`config.mk`:
```
export PLATFORM = sky130hd
export DESIGN_NAME = mux_4_1_rr_arbiter
export DESIGN_NICKNAME = d
export VERILOG_FILES = /design/src/rtl/mux_4_1_rr_arbiter.sv
export SDC_FILE = /design/constraint.sdc
export NUM_CORES = 1
export LEC_CHECK = 0
export CORE_MARGIN = 2
export CORE_UTILIZATION = 40
export DETAILED_ROUTE_END_ITERATION = 10
export DONT_BUFFER_PORTS = 1
export SYNTH_ARGS = -nofsm -noshare
export SYNTH_HDL_FRONTEND = slang
export SYNTH_SLANG_ARGS = --single-unit
```
`constraint.sdc`:
```
create_clock -name clk -period 1.8 [get_ports clk]
set_input_delay 0.36 -clock clk [delete_from_list [all_inputs] [get_ports clk]]
set_output_delay 0.36 -clock clk [all_outputs]
set_load 0.01 [all_outputs]
```
`src/rtl/mux_4_1_rr_arbiter.sv`:
```
// Round-robin arbiter and sequencer for a 4:1 data mux.
// Four sources share one valid/ready output channel; each grant carries up
// to MAX_HOLD beats before the grant rotates to the next pending source.
module mux_4_1_rr_arbiter #(
   parameter int WIDTH    = 4,
   parameter int MAX_HOLD = 4
) (
   input  logic             clk,
   input  logic             rst_n,
   input  logic [3:0]       req,
   input  logic [WIDTH-1:0] a,
   input  logic [WIDTH-1:0] b,
   input  logic [WIDTH-1:0] c,
   input  logic [WIDTH-1:0] d,
   output logic [3:0]       gnt,
   output logic [1:0]       sel,
   output logic             out_valid,
   input  logic             out_ready,
   output logic [WIDTH-1:0] out,
   output logic             busy
);

   typedef enum logic {IDLE, GRANT} state_t;

   state_t     state;
   logic [1:0] ptr;
   logic [3:0] cnt;
   logic [1:0] win;
   logic       hit;
   logic [1:0] idx;
   logic       xfer;
   logic       last_beat;

   // Scan req starting at ptr and wrapping; the lowest offset from ptr wins.
   always_comb begin
      win = ptr;
      hit = 1'b0;
      idx = ptr;
      for (int k = 3; k >= 0; k--) begin
         idx = ptr + 2'(k);
         if (req[idx]) begin
            win = idx;
            hit = 1'b1;
         end
      end
   end

   assign busy      = (state == GRANT);
   assign out_valid = busy && req[sel];
   assign xfer      = out_valid && out_ready;
   assign last_beat = xfer && (cnt == 4'(MAX_HOLD - 1));

   // Output data mux; forced to zero whenever no beat is offered.
   always_comb begin
      out = '0;
      if (out_valid) begin
         case (sel)
            2'd0:    out = a;
            2'd1:    out = b;
            2'd2:    out = c;
            default: out = d;
         endcase
      end
   end

   // Grant FSM: pick a winner in IDLE, count beats in GRANT, rotate on release.
   always_ff @(posedge clk or negedge rst_n) begin
      if (!rst_n) begin
         state <= IDLE;
         gnt   <= '0;
         sel   <= '0;
         ptr   <= '0;
         cnt   <= '0;
      end else begin
         case (state)
            IDLE: begin
               if (hit) begin
                  state <= GRANT;
                  gnt   <= 4'b0001 << win;
                  sel   <= win;
                  cnt   <= '0;
               end
            end
            GRANT: begin
               // Dropped request or a full burst both end the grant; sel is kept.
               if (!req[sel] || last_beat) begin
                  state <= IDLE;
                  gnt   <= '0;
                  ptr   <= sel + 2'd1;
                  cnt   <= '0;
               end else if (xfer) begin
                  cnt <= cnt + 4'd1;
               end
            end
            default: state <= IDLE;
         endcase
      end
   end

endmodule

```
==> metrics list <==
- Boundary Pins: 35
* Fill cell count: 208
* Number of iterations in the first detailed-routing pass: 4
* Root Driver: sky130_fd_sc_hd__clkbuf_4
* CTS Sinks: 13
- Category of cells accounting for the largest share of critical-path delay: compound AO/OA/AOI/OAI gates
- For the worst setup path, the data arrival time is 1640 ps.
- Relative to the synthesized area, the layout overhead comes to 25.7%.
- In the final layout, the share of cells above drive strength 1 is 0.393.
- Smallest hold slack: 331 ps
* Crit Path Class: reg2out
* CTS tree: done
- Worst setup slack for register-to-register paths: -140 ps
- The worst setup path is launched from a flip-flop.
- Of the total synthesized cell area, the portion taken by XOR and XNOR cells is 0.
- In the global route stage, overall resource usage came out at 0.177.
* Maximum capacitance violations: 0
- The initial utilization of the core area, before any placement, comes to 0.432.
* Post-CTS clock slew at the launch and capture registers of the worst setup and hold paths: 80 ps
- The detail route stage leaves a number of antenna-violating nets equal to 0.
* Die area: 0.00287 mm^2
* Maximum fanout along the worst path: 4
* Cell count after placement: 136
- Largest family of logic cells by synthesized area: compound AO/OA/AOI/OAI gates
- After global routing the overflow that remains totals 0.
* Number of antenna violations at the first check in global routing: 0
- For this run, asynchronously set or reset flops after synthesis account for 1.00.
- The signal on the critical path passes through inv_4 > ha_4 > a222oi_1 > nor2_1 > a21oi_2 > nor2_4.
- Summing internal, switching and leakage power gives 2.05 mW.
* Clk_lat worst skew: 280 ps
* Number of vias after detailed routing: 845
- TritonCTS Buffers: 3
- Post-synthesis share of cell area spent on and, or, nand and nor gates: 0.177
- Most frequent cell after synthesis: sky130_fd_sc_hd__dfrtp_1
* Post-synth cell types: 40
- Leading cell types by count after synthesis: 13 x sky130_fd_sc_hd__dfrtp_1, 11 x sky130_fd_sc_hd__nor2_1, 10 x sky130_fd_sc_hd__a21oi_1
- The routed design has 2370 um of wire.
- The worst setup path is captured at an output port.
- Result of the run: finished, violations left
* Final Skew: 1.23 ps
* Period minus WS final: 2000 ps
- On the critical path, the stage with the largest delay is an instance of sky130_fd_sc_hd__dfrtp_2.
- Synthesized net count: 130
- For this run, design rule violations remaining after detail routing come to 0.
- Worst Tran Pin Value: 574 ps
- 0 antenna diodes ended up in the layout.
- Final Worst Setup Slack: -197 ps
- The congestion estimate from routability-driven global placement came to 0.745.
- At the placement stage, the worst setup path has a slack of 33.3 ps.
- Synth Flop Type: sky130_fd_sc_hd__dfrtp_1
- The first global-routing pass estimated 3590 um of wire.
- Once layout is complete, the cells apart from fillers number 145.
- Horizontal die dimension: 53.6 um
- Each instance of the synthesized netlist takes up on average 9.63 um^2.
- Sequential cell area fraction in the yosys report: 0.331
- RSZ-0062 raised after global routing: yes
* Total area of sequential cells: 328 um^2
- The die is 53.6 um tall.
- Of the total synthesized cell area, the portion taken by full adders, half adders and majority gates is 0.0637.
- In this run, synthesis produced a sequential element count of 13.
- CTS built an H-tree with a depth of 1.
- Most area-hungry cell type in the Yosys netlist: sky130_fd_sc_hd__dfrtp_1
* Post-Syn Instances: 102
- Yosys attributes the largest share of cell area to sky130_fd_sc_hd__dfrtp_1 33%, sky130_fd_sc_hd__ha_1 6.4%, sky130_fd_sc_hd__a21oi_1 5.1%, sky130_fd_sc_hd__nor2_1 4.2%, sky130_fd_sc_hd__a222oi_1 4.1%.
- In the finished design, the share of the clock period the worst path needs comes to 1.11.
- Yosys mapped a number of flops with a built-in enable equal to 0.
- Maximum cell stage delay along the critical path: 460 ps
- Hold violation count in the final report: 0
- Timing would allow up to 0.501 GHz.
- HPWL after DPL: 1730 um
- For this run, the post-layout net count is 146.
* Pin count of the biggest net entering global routing: 14
- The checks that failed: negative setup slack.
* Area occupied by multi-input gates: 706 um^2
- Core area: 0.00228 mm^2
- The first routing iteration left 14 violations.
- Synthesized-area fraction occupied by ao, oa, aoi and oai cells: 0.302
* Post-synthesis mux area share: 0.0726
- After synthesis the cells add up to 982 um^2.
* Number of global-route vias before repair: 846
* Buffers and inverters on the worst path: 1
* Number of buffers on the longest clock path: 2
- The floorplan has 17 rows.
* Reported leakage power: 0.498 nW
* Slew margin rel.: 0.616
- Required time at the worst-slack endpoint: 1440 ps
- Count of warnings emitted by yosys: 0
- Across the VDD grid, the largest voltage drop is 0.000749 V.
- Summed over all failing endpoints, the final setup total negative slack is -980 ps.
- The min-delay analysis places its worst path in the category in2reg.
* Slew Viols, Final: 0
* Power per Cell Area: 1660 mW/mm^2
* I/O Buffers: 0
- Final setup violation count: 6
* Wirelength per Cell: 16.4 um
- Dividing the detail-routed via count by the number of cells gives 5.83.
* Post-synth top area share: 0.331
[area by class of cell]
cell class,count,area share
clock buffers,4,0.0213
inverters,5,0.0172
multi-input cells,80,0.571
flip-flops and latches,13,0.265
well taps,28,0.0284
repair buffers,15,0.0963
[power by group]
part | switching, mW | total [mW] | internal [mW]
combinational | 0.646 | 1.30 | 0.649
sequential | 0.156 | 0.569 | 0.412
clock | 0.100 | 0.186 | 0.0860
[state kept, by name, indices dropped and copies added, names as in the netlist]
register	count
cnt	4
gnt	4
ptr	2
sel	2
busy	1
[placed cells by master (no fill, tap or decap), types with 2 or more instances in the layout]
cell type and n:
sky130_fd_sc_hd__buf_4 13, sky130_fd_sc_hd__dfrtp_1 11, sky130_fd_sc_hd__nor2_1 7, sky130_fd_sc_hd__nand2b_1 6, sky130_fd_sc_hd__a21oi_2 5, sky130_fd_sc_hd__a21oi_1 5, sky130_fd_sc_hd__a222oi_1 4, sky130_fd_sc_hd__o21ai_0 4
sky130_fd_sc_hd__o22a_1 3, sky130_fd_sc_hd__nor2_2 3, sky130_fd_sc_hd__ha_4 3, sky130_fd_sc_hd__clkbuf_4 3, sky130_fd_sc_hd__mux2i_4 2, sky130_fd_sc_hd__nand2_1 2, sky130_fd_sc_hd__inv_2 2, sky130_fd_sc_hd__nor4_1 2
sky130_fd_sc_hd__or4_1 2, sky130_fd_sc_hd__inv_1 2, sky130_fd_sc_hd__o21ai_4 2, sky130_fd_sc_hd__a22o_1 2, sky130_fd_sc_hd__o31ai_1 2, sky130_fd_sc_hd__dfrtp_2 2
[stage by stage]
step | cell area, um^2 | utilization
after floorplan | 982 | -
after global placement | 1060 | 0.465
after detailed placement | 1060 | 0.465
after CTS | 1180 | 0.520
after global routing | 1230 | 0.543
final | 1230 | 0.543
[cells by family (layout without fill, tap and decap cells)]
kind of cell	Yosys count	after routing
muxes	6	6
adders and majority gates	5	5
buffers and inverters	9	24
DFF	13	13
and+or+nand+nor	32	32
AOI/OAI and AO/OA	37	37
[what timing repair did]
item	CTS	global route
hold endpoints to repair	13	0
buffers inserted	2	2
resized for setup	20	8
hold buffers	1	0
pin swaps	5	4
setup endpoints to repair	5	8
[routing by layer]
metal,vias up,GRT usage,wire length [um]
met4,0,0.0897,31
met1,390,0.202,1020
li1,420,-,-
met3,4,0.0194,122
met2,31,0.323,1200
met5,-,0,0
[path summary, 6_finish.rpt]
kind                            from     end  depth (start not counted)
min                        out_ready  cnt[1]                          2
max reg2reg                   sel[1]  cnt[0]                          7
max                           sel[0]  out[1]                          6
min reg2reg                   gnt[0]  gnt[0]                          1
min in group asynchronous      rst_n  gnt[3]                          1
max in group asynchronous      rst_n  sel[1]                          1
No activity file was read; power rests on OpenSTA's default activity.
